$ cat src/rtl/uart_rx_param_if.sv
`timescale 1ns/1ps
// uart_rx_param_if
//   Consumer-side bundle of the UART receiver: received word with its
//   valid/ready handshake, sticky error flags with their clear pulse, and busy.
//   Parameter: DATA_BITS - width of data_out.
//   master : receiver side (drives data_out, data_valid, *_err, busy)
//   slave  : consumer side (drives data_ready, err_clear)
interface uart_rx_param_if #(
   parameter int DATA_BITS = 8
) ();
   logic [DATA_BITS-1:0] data_out;
   logic                 data_valid;
   logic                 data_ready;
   logic                 framing_err;
   logic                 parity_err;
   logic                 overrun_err;
   logic                 err_clear;
   logic                 busy;

   modport master (
      output data_out, data_valid, framing_err, parity_err, overrun_err, busy,
      input  data_ready, err_clear
   );

   modport slave (
      input  data_out, data_valid, framing_err, parity_err, overrun_err, busy,
      output data_ready, err_clear
   );
endinterface

$ cat src/rtl/uart_rx_param_core.sv
`timescale 1ns/1ps
// uart_rx_param_core
//   Parametrised UART receiver: 2-flop synchroniser, free-running baud-tick
//   divider, oversampling frame FSM and a one-entry output buffer with a
//   valid/ready handshake. Framing, overrun and (optional) parity errors are
//   sticky until err_clear.
//   Optional feature macro: UART_RX_PARITY_EN adds one parity bit after the
//   data bits (even when PARITY_ODD=0, odd when 1). Without it parity_err is 0.
// Ports
//   clk    : system clock, all logic on posedge
//   reset  : synchronous, active-high
//   rx     : asynchronous serial line, idle high
//   bus    : uart_rx_param_if.master (data_out, data_valid, data_ready,
//            framing_err, parity_err, overrun_err, err_clear, busy)
//
// state     | meaning
// ----------+------------------------------------------------------------
// ST_IDLE   | line idle, waiting for a low level on rx_s
// ST_START  | counting to mid start bit, then re-checking for a false start
// ST_DATA   | sampling DATA_BITS bits at mid-bit, LSB first
// ST_PARITY | sampling the parity bit (only with UART_RX_PARITY_EN)
// ST_STOP   | sampling STOP_BITS stop bits; word committed on the last one
module uart_rx_param_core #(
   parameter int CLK_FREQ   = 100_000_000,
   parameter int BAUD_RATE  = 115_200,
   parameter int OVERSAMPLE = 16,
   parameter int DATA_BITS  = 8,
   parameter int STOP_BITS  = 1,
   parameter int PARITY_ODD = 0
) (
   input  logic            clk,
   input  logic            reset,
   input  logic            rx,
   uart_rx_param_if.master bus
);

   localparam int DIV_RAW = CLK_FREQ / (BAUD_RATE * OVERSAMPLE);
   localparam int DIV     = (DIV_RAW < 1) ? 1 : DIV_RAW;
   localparam int TW      = (DIV > 1) ? $clog2(DIV) : 1;
   localparam int SW      = $clog2(OVERSAMPLE);
   localparam int BW      = 4;

   localparam logic [TW-1:0] TICK_LAST   = TW'(DIV - 1);
   localparam logic [SW-1:0] S_MID       = SW'(OVERSAMPLE / 2 - 1);
   localparam logic [SW-1:0] S_LAST      = SW'(OVERSAMPLE - 1);
   localparam logic [BW-1:0] B_DATA_LAST = BW'(DATA_BITS - 1);
   localparam logic [BW-1:0] B_STOP_LAST = BW'(STOP_BITS - 1);

   typedef enum logic [2:0] {
      ST_IDLE   = 3'd0,
      ST_START  = 3'd1,
      ST_DATA   = 3'd2,
      ST_PARITY = 3'd3,
      ST_STOP   = 3'd4
   } state_t;

   state_t               state_q, state_d;
   logic                 rx_meta_q, rx_meta_d;
   logic                 rx_s_q, rx_s_d;
   logic [TW-1:0]        tick_cnt_q, tick_cnt_d;
   logic                 tick;
   logic [SW-1:0]        s_cnt_q, s_cnt_d;
   logic [BW-1:0]        b_cnt_q, b_cnt_d;
   logic [DATA_BITS-1:0] shift_q, shift_d;
   logic [DATA_BITS-1:0] data_out_q, data_out_d;
   logic                 data_valid_q, data_valid_d;
   logic                 framing_q, framing_d;
   logic                 overrun_q, overrun_d;
   logic                 commit;
   logic                 framing_set;
`ifdef UART_RX_PARITY_EN
   logic                 parity_q, parity_d;
   logic                 parity_set;
`endif

   // Synchroniser and tick divider; the divider never restarts on frame
   // edges, so sampling phase jitters by up to one tick period.
   always_comb begin
      rx_meta_d  = rx;
      rx_s_d     = rx_meta_q;
      tick       = (tick_cnt_q == TICK_LAST);
      tick_cnt_d = tick ? '0 : tick_cnt_q + 1'b1;
   end

   always_comb begin
      state_d     = state_q;
      s_cnt_d     = s_cnt_q;
      b_cnt_d     = b_cnt_q;
      shift_d     = shift_q;
      commit      = 1'b0;
      framing_set = 1'b0;
`ifdef UART_RX_PARITY_EN
      parity_set  = 1'b0;
`endif
      case (state_q)
         ST_IDLE: begin
            if (!rx_s_q) begin
               state_d = ST_START;
               s_cnt_d = '0;
            end
         end
         ST_START: begin
            if (tick) begin
               if (s_cnt_q == S_MID) begin
                  s_cnt_d = '0;
                  b_cnt_d = '0;
                  state_d = rx_s_q ? ST_IDLE : ST_DATA;
               end else begin
                  s_cnt_d = s_cnt_q + 1'b1;
               end
            end
         end
         ST_DATA: begin
            if (tick) begin
               if (s_cnt_q == S_LAST) begin
                  s_cnt_d = '0;
                  shift_d = {rx_s_q, shift_q[DATA_BITS-1:1]};
                  if (b_cnt_q == B_DATA_LAST) begin
                     b_cnt_d = '0;
`ifdef UART_RX_PARITY_EN
                     state_d = ST_PARITY;
`else
                     state_d = ST_STOP;
`endif
                  end else begin
                     b_cnt_d = b_cnt_q + 1'b1;
                  end
               end else begin
                  s_cnt_d = s_cnt_q + 1'b1;
               end
            end
         end
`ifdef UART_RX_PARITY_EN
         ST_PARITY: begin
            if (tick) begin
               if (s_cnt_q == S_LAST) begin
                  s_cnt_d    = '0;
                  parity_set = ^shift_q ^ rx_s_q ^ PARITY_ODD[0];
                  state_d    = ST_STOP;
               end else begin
                  s_cnt_d = s_cnt_q + 1'b1;
               end
            end
         end
`endif
         ST_STOP: begin
            if (tick) begin
               if (s_cnt_q == S_LAST) begin
                  s_cnt_d     = '0;
                  framing_set = !rx_s_q;
                  // Leaving at mid stop bit lets a following start edge be caught.
                  if (b_cnt_q == B_STOP_LAST) begin
                     b_cnt_d = '0;
                     commit  = 1'b1;
                     state_d = ST_IDLE;
                  end else begin
                     b_cnt_d = b_cnt_q + 1'b1;
                  end
               end else begin
                  s_cnt_d = s_cnt_q + 1'b1;
               end
            end
         end
         default: state_d = ST_IDLE;
      endcase
   end

   // Output buffer and sticky flags; a set event overrides err_clear.
   always_comb begin
      data_out_d   = data_out_q;
      data_valid_d = data_valid_q;
      framing_d    = bus.err_clear ? 1'b0 : framing_q;
      overrun_d    = bus.err_clear ? 1'b0 : overrun_q;
      if (commit) begin
         if (!data_valid_q || bus.data_ready) begin
            data_out_d   = shift_q;
            data_valid_d = 1'b1;
         end else begin
            overrun_d = 1'b1;
         end
      end else if (data_valid_q && bus.data_ready) begin
         data_valid_d = 1'b0;
      end
      if (framing_set) framing_d = 1'b1;
   end

`ifdef UART_RX_PARITY_EN
   always_comb begin
      parity_d = bus.err_clear ? 1'b0 : parity_q;
      if (parity_set) parity_d = 1'b1;
   end
`endif

   always_ff @(posedge clk) begin
      if (reset) begin
         state_q      <= ST_IDLE;
         rx_meta_q    <= 1'b1;
         rx_s_q       <= 1'b1;
         tick_cnt_q   <= '0;
         s_cnt_q      <= '0;
         b_cnt_q      <= '0;
         shift_q      <= '0;
         data_out_q   <= '0;
         data_valid_q <= 1'b0;
         framing_q    <= 1'b0;
         overrun_q    <= 1'b0;
`ifdef UART_RX_PARITY_EN
         parity_q     <= 1'b0;
`endif
      end else begin
         state_q      <= state_d;
         rx_meta_q    <= rx_meta_d;
         rx_s_q       <= rx_s_d;
         tick_cnt_q   <= tick_cnt_d;
         s_cnt_q      <= s_cnt_d;
         b_cnt_q      <= b_cnt_d;
         shift_q      <= shift_d;
         data_out_q   <= data_out_d;
         data_valid_q <= data_valid_d;
         framing_q    <= framing_d;
         overrun_q    <= overrun_d;
`ifdef UART_RX_PARITY_EN
         parity_q     <= parity_d;
`endif
      end
   end

   assign bus.data_out    = data_out_q;
   assign bus.data_valid  = data_valid_q;
   assign bus.framing_err = framing_q;
   assign bus.overrun_err = overrun_q;
   assign bus.busy        = (state_q != ST_IDLE);
`ifdef UART_RX_PARITY_EN
   assign bus.parity_err  = parity_q;
`else
   // Parity sense has no effect without the parity stage.
   logic unused_parity_odd;
   assign unused_parity_odd = PARITY_ODD[0];
   assign bus.parity_err    = 1'b0;
`endif

endmodule

$ cat src/flat_wrapper.sv
// flat-port wrapper written by rule: the top's interface ports become plain ports
module uart_rx_param_core_flat 
#(
   parameter int CLK_FREQ   = 100_000_000,
   parameter int BAUD_RATE  = 115_200,
   parameter int OVERSAMPLE = 16,
   parameter int DATA_BITS  = 8,
   parameter int STOP_BITS  = 1,
   parameter int PARITY_ODD = 0
)
  (clk, reset, rx, bus_data_out, bus_data_valid, bus_framing_err, bus_parity_err, bus_overrun_err, bus_busy, bus_data_ready, bus_err_clear);
  uart_rx_param_if #(.DATA_BITS(DATA_BITS)) bus_i ();
  input  logic clk;
  input  logic reset;
  input  logic rx;
  output wire logic [$bits(bus_i.data_out)-1:0] bus_data_out;
  output wire logic [$bits(bus_i.data_valid)-1:0] bus_data_valid;
  output wire logic [$bits(bus_i.framing_err)-1:0] bus_framing_err;
  output wire logic [$bits(bus_i.parity_err)-1:0] bus_parity_err;
  output wire logic [$bits(bus_i.overrun_err)-1:0] bus_overrun_err;
  output wire logic [$bits(bus_i.busy)-1:0] bus_busy;
  input wire logic [$bits(bus_i.data_ready)-1:0] bus_data_ready;
  input wire logic [$bits(bus_i.err_clear)-1:0] bus_err_clear;
  assign bus_data_out = bus_i.data_out;
  assign bus_data_valid = bus_i.data_valid;
  assign bus_framing_err = bus_i.framing_err;
  assign bus_parity_err = bus_i.parity_err;
  assign bus_overrun_err = bus_i.overrun_err;
  assign bus_busy = bus_i.busy;
  assign bus_i.data_ready = bus_data_ready;
  assign bus_i.err_clear = bus_err_clear;
  uart_rx_param_core #(.CLK_FREQ(CLK_FREQ), .BAUD_RATE(BAUD_RATE), .OVERSAMPLE(OVERSAMPLE), .DATA_BITS(DATA_BITS), .STOP_BITS(STOP_BITS), .PARITY_ODD(PARITY_ODD)) u_core (.clk(clk), .reset(reset), .rx(rx), .bus(bus_i));
endmodule
$ cat config.mk
export PLATFORM = sky130hd
export DESIGN_NAME = uart_rx_param_core_flat
export DESIGN_NICKNAME = d
export VERILOG_FILES = /design/src/rtl/uart_rx_param_if.sv /design/src/rtl/uart_rx_param_core.sv /design/src/flat_wrapper.sv
export SDC_FILE = /design/constraint.sdc
export NUM_CORES = 1
export LEC_CHECK = 0
export ABC_AREA = 0
export CORE_MARGIN = 5
export CORE_UTILIZATION = 25
export DETAILED_ROUTE_END_ITERATION = 8
export PLACE_DENSITY = 0.52
export SLEW_MARGIN = 10
export SYNTH_ARGS = -nofsm -noshare
export SYNTH_HDL_FRONTEND = slang
export SYNTH_SLANG_ARGS = --single-unit
export TNS_END_PERCENT = 50
$ cat constraint.sdc
create_clock -name clk -period 2.4 [get_ports clk]
set_input_delay 0.48 -clock clk [delete_from_list [all_inputs] [get_ports clk]]
set_output_delay 0.48 -clock clk [all_outputs]
set_load 0.005 [all_outputs]
== Word level (Yosys, flattened, before mapping) ==
Index checks and enable logic that the tools add are counted.

* Bits in registers: 38
* Bits of input ports: 5
* Output and inout bits: 13

* $add $sub $neg: 3
* Eq/ne operators: 18
* Multiplexer cells: 41
* Reduce and logical (&&, ||, !) cells: 19

{| class="wikitable"
|+ Operator list
! kind !! count
|-
| 4-bit two-way mux || 13
|-
| 3-bit two-way mux || 9
|-
| 4-bit one-hot mux with 3 select lines || 2
|-
| 2-bit by 1-bit inequality test with 1-bit output (second input constant) || 9
|-
| 1-bit two-way mux || 15
|-
| 3-bit one-hot mux with 4 select lines || 1
|-
| 9-bit AND reduction || 1
|-
| 3-bit nonzero test || 3
|-
| 4-bit by 1-bit adder with 4-bit output (second input constant) || 2
|-
| 4-bit by 3-bit equality test with 1-bit output (second input constant) || 2
|-
| 7-bit AND reduction || 1
|-
| 6-bit by 1-bit adder with 6-bit output (second input constant) || 1
|-
| 6-bit equality test (second input constant) || 1
|-
| 4-bit equality test (second input constant) || 1
|-
| 4-bit zero test || 1
|-
| 2-bit inequality test (second input constant) || 2
|-
| 2-bit AND reduction || 2
|-
| 4-bit AND reduction || 1
|-
| 2-bit nonzero test || 2
|-
| 2-bit OR reduction || 2
|-
| 3-bit by 1-bit equality test with 1-bit output (second input constant) || 1
|-
| 3-bit by 2-bit equality test with 1-bit output (second input constant) || 1
|-
| 3-bit equality test (second input constant) || 1
|-
| 3-bit zero test || 1
|-
| other kinds (5) || 6
|}

== Logic depth before layout (Yosys ltp) ==
* Depth in word-level cells: 7
* Gate-level depth with buffers: 8
* Depth with buffers taken out: 7

== Worst setup path after synthesis ==
No wires, ideal clock.

* Kind: register to register
* Start: reg u_core.s_cnt_q[0]
* End: reg u_core.data_out_q[0], in the netlist u_core.bus.data_out[0]
* Library setup time: 0.128 ns
* Data arrival time: 1.620 ns
* Slack: 0.653 ns
* Stages on the path, launching flop included: 7
* Path buffers: 0
* Clock period less this slack: 1.747 ns
* Path through: dfxtp_1 ha_1 and3_1 nand3_1 nor3_4 mux2i_1 nor2_1

* Cells in the longest elaborated chain, start to end: 5

{| class="wikitable"
|+ Ends and longest elaborated chain
! item !! RTL line !! source
|-
| start, declared || uart_rx_param_core.sv:62 || <nowiki>logic [SW-1:0] s_cnt_q, s_cnt_d;</nowiki>
|-
| start signal, assigned || uart_rx_param_core.sv:215 || <nowiki>s_cnt_q <= s_cnt_d;</nowiki>
|-
| 4-bit equality test || uart_rx_param_core.sv:148 || <nowiki>if (s_cnt_q == S_LAST) begin</nowiki>
|-
| 1-bit two-way mux || uart_rx_param_core.sv:148 ||
|-
| 1-bit two-way mux || uart_rx_param_core.sv:147 || <nowiki>if (tick) begin</nowiki>
|-
| 1-bit two-way mux || uart_rx_param_core.sv:95 || <nowiki>case (state_q)</nowiki>
|-
| 2-bit AND reduction (no line) || -- ||
|-
| end signal, assigned || uart_rx_param_core.sv:218 || <nowiki>data_out_q <= data_out_d;</nowiki>
|-
| end, declared || uart_rx_param_core.sv:65 || <nowiki>logic [DATA_BITS-1:0] data_out_q, data_out_d;</nowiki>
|}

No other way between the ends.
A chain may end at the register's enable or synchronous reset.

== Final worst setup path ==
* Start: reg u_core.state_q[0]
* End: out bus_busy

* Cells in the longest elaborated chain, start to end: 1

{| class="wikitable"
|+ Ends and longest elaborated chain
! item !! RTL line !! source
|-
| start, declared || uart_rx_param_core.sv:57 || <nowiki>state_t state_q, state_d;</nowiki>
|-
| start signal, assigned || uart_rx_param_core.sv:211 || <nowiki>state_q <= state_d;</nowiki>
|-
| 3-bit nonzero test || uart_rx_param_core.sv:232 || <nowiki>assign bus.busy = (state_q != ST_IDLE);</nowiki>
|-
| end, declared || flat_wrapper.sv:21 || <nowiki>output wire logic [$bits(bus_i.busy)-1:0] bus_busy;</nowiki>
|}

No other way between the ends.

==> flow_summary_export.csv <==
group,metric,value,unit
place,portBuffers,16,
clock_network,htree_levels,2,
sta,tns,0,ps
die,start_util,0.2534,
routing,via_per_inst,4.389,
grt,grt_overflow,0,
sta,finalSetupViolations,0,
place,dp.cells,306,
routing,wl_per_cell,11.27,um
sta,worstMarginPinSlew,644.5,ps
clock_network,cts_tree,"built",
routing,vias,1378,
synthesis,async_flop_share,0,
die,io_pins,18,
setup_path,crit_path_end_kind,"output pin",
grt,antenna_found_initial,0,
status,status,"completed",
worst_hold_path,hold_class,"reg -> reg",
setup_path,crit_type,"reg -> out",
setup_path,critical_path_peak_fanout,18,
clock_network,cts-root-buf,"clkbuf_8",
sta,clock_skew,5.385,ps
routing,first_pass_iters,5,
die,die_h,95.28,um
clock_network,cts.sinks,38,
synthesis,synth.cell_area,0.001818,mm^2
sta,drv_slew,0,
synthesis,synth-simple-area-share,0.2567,
synthesis,yosysUniqueCellTypes,52,
clock_network,cts_buffers,5,
synthesis,synth_edf_count,0,
die,die_width,95.28,um
setup_path,cp_data_required_time,1920,ps
grt,grt_pass1_vias,1299,
synthesis,ys_ff_latch,38,
routing,drcViolationCount,0,
finish,layout.nets,224,
place,place_congestion,0.7500,
die,die_area,0.009077,mm^2
synthesis,synth_fa_ha_area_frac,0.03441,
synthesis,yosysSeqAreaShare,0.4184,
sta,fin_crit_sh,0.8877,
sta,rsz0062_at_grt,"false",
grt,grt_pass1_wl,6141,um
sta,maxSlewHeadroom,0.5694,
clock_network,postCtsSetupRepairBufs,0,
routing,postRouteAntennaNets,0,
finish,stdcell_count,314,
clock_network,holdBufCountCts,0,
synthesis,synthCells,198,
synthesis,synthMuxAreaShare,0.09911,
place,hpwl,2474,um
power_and_ir_drop,powerDensity,625.3,mW/mm^2
synthesis,synth_top_area_frac,0.4184,
sta,fmax,469.4,MHz
die,rows,31,
routing,first_iter_violations,145,
grt,grtUsageTotal,0.08524,
synthesis,synthesis.nets,208,
synthesis,synth_xor_area_frac,0.02409,
setup_path,cp-start-kind,"flip-flop",
sta,finalHoldViolCount,0,
synthesis,synth_top_family_by_area,"simple AND/OR/NAND/NOR gates",
clock_network,ctsLongestPathBuffers,2,
finish,num_antenna_cells,0,
finish,syn2layout_area_growth,20.92,%
clock_network,clkTransAtPathRegs,80,ps
clock_network,postCtsResizedCells,0,
power_and_ir_drop,p_leak,0.7395,nW
power_and_ir_drop,p_total,0.001375,W
synthesis,synth.avg_cell_area,9.182,um^2
power_and_ir_drop,irDropWorstVdd,0.4110,mV
grt,grt_max_degree,19,
synthesis,synth_area_leaders,"dfxtp_1 42%, mux2i_1 9.9%, nor2_1 7.2%",
synthesis,yosysWarnings,0,
routing,wirelength,3539,um
die,core_area,0.007176,mm^2
synthesis,synth_top_area_cell,"dfxtp_1",
clock_network,clkLatencyLatePin,290,ps
sta,finalCriticalPeriod,2130,ps
run,drv_cap,0,
synthesis,synth_compound_area_frac,0.1149,
finish,layout-drive-gt1-share,0.1163,
synthesis,ys.flop_type,"dfxtp_1",
setup_path,critPathArrivalTime,1650,ps
-- final cells by class --
cell class | instances | area [um^2]
fill | 774 | 4977
multi-input combinational | 145 | 965.9
inverter | 4 | 15.01
sequential | 38 | 760.7
clock buffer | 6 | 82.58
timing repair buffer | 20 | 190.2
tap | 99 | 123.9
clock inverter | 2 | 60.06
-- cells in the mapped netlist (2+ instances only) --
cell / n
mux2i_1: 18
nand3b_1: 3
nand3_1: 9
nand2b_1: 4
nor2b_1: 4
buf_6: 3
dfxtp_1: 38
o211ai_1: 2
a21oi_1: 12
xor2_1: 2
clkbuf_1: 2
inv_1: 4
o21ai_0: 3
xnor2_1: 3
nor3_1: 5
buf_4: 2
buf_2: 4
ha_1: 5
nor2_1: 35
nand2_1: 4
nor3b_1: 4
or2_2: 2
-- layer usage --
layer  share of wire  global-route usage  vias to the layer above  routed length, um
li1                -                   -                      716                  -
met4           0.016             0.03245                        0                 58
met2            0.44              0.1283                       18               1551
met3           0.033             0.02605                        4                118
met1            0.51              0.1138                      640               1810
met5               0                   0                        -                  0
-- where the power goes --
part	switching [W]	leakage [nW]	internal (W)
Sequential	0.00000925	0.307	0.000637
Clock	0.000230	0.0714	0.000443
Combinational	0.0000285	0.361	0.0000260
-- metrics by stage --
step | area (um^2) | worst slack [ps] | util | hold WS, ps
2_1_floorplan | 1818 | 652.9 | - | 389.5
3_3_place_gp | 2056 | 361.1 | 0.2865 | 427.9
3_5_place_dp | 2056 | 356.3 | 0.2865 | 449.8
4_1_cts | 2198 | 228.9 | 0.3064 | 465.3
5_1_grt | 2198 | 142.1 | 0.3064 | 470.0
6_report | 2198 | 269.5 | 0.3064 | 442.0
-- final timing paths --
| kind | end | slack, ps | start | depth (start not counted) |
|---|---|---|---|---|
| worst max register to register | u_core.b_cnt_q[3] | 340 | u_core.state_q[1] | 4 |
| worst min register to register | u_core.rx_s_q | 440 | u_core.rx_meta_q | 1 |
| worst min-delay path | u_core.rx_s_q | 440 | u_core.rx_meta_q | 1 |
| worst max-delay path | bus_busy | 270 | u_core.state_q[0] | 2 |
-- cells by family (layout without fill, tap and decap cells) --
family,count (synthesis),count (layout)
flops,38,38
fa+ha+maj,5,5
buf+inv,15,32
other cells,1,1
simple gates,86,86
compound gates,30,30
xor+xnor,5,5
mux,18,18
-- cells in the final DEF, fill, tap and decap left out, drive strengths merged, types with 3 or more instances in the layout --
cell type / instances
nand3b: 3
nand2: 4
nor2: 36
mux2i: 18
clkdlybuf4s50: 16
nor3b: 4
nand3: 9
xnor2: 3
nand2b: 4
clkbuf: 6
buf: 4
o21ai: 5
inv: 4
nor2b: 4
dfxtp: 38
a21oi: 12
ha: 5
nor3: 6
-- worst max-delay path, cell delays in order, from the launching register on --
cell and delay, ps:
dfxtp_1 470, or3_1 440, clkdlybuf4s50_1 450
-- sequential cells by signal, indices dropped and copies added, names as in the netlist --
signal	count
u_core.bus.data_out	8
u_core.shift_q	8
u_core.tick_cnt_q	6
u_core.b_cnt_q	4
u_core.s_cnt_q	4
u_core.state_q	3
u_core.bus.data_valid	1
u_core.bus.framing_err	1
u_core.bus.overrun_err	1
u_core.rx_meta_q	1
u_core.rx_s_q	1
Power figures use the tool's default switching activity.
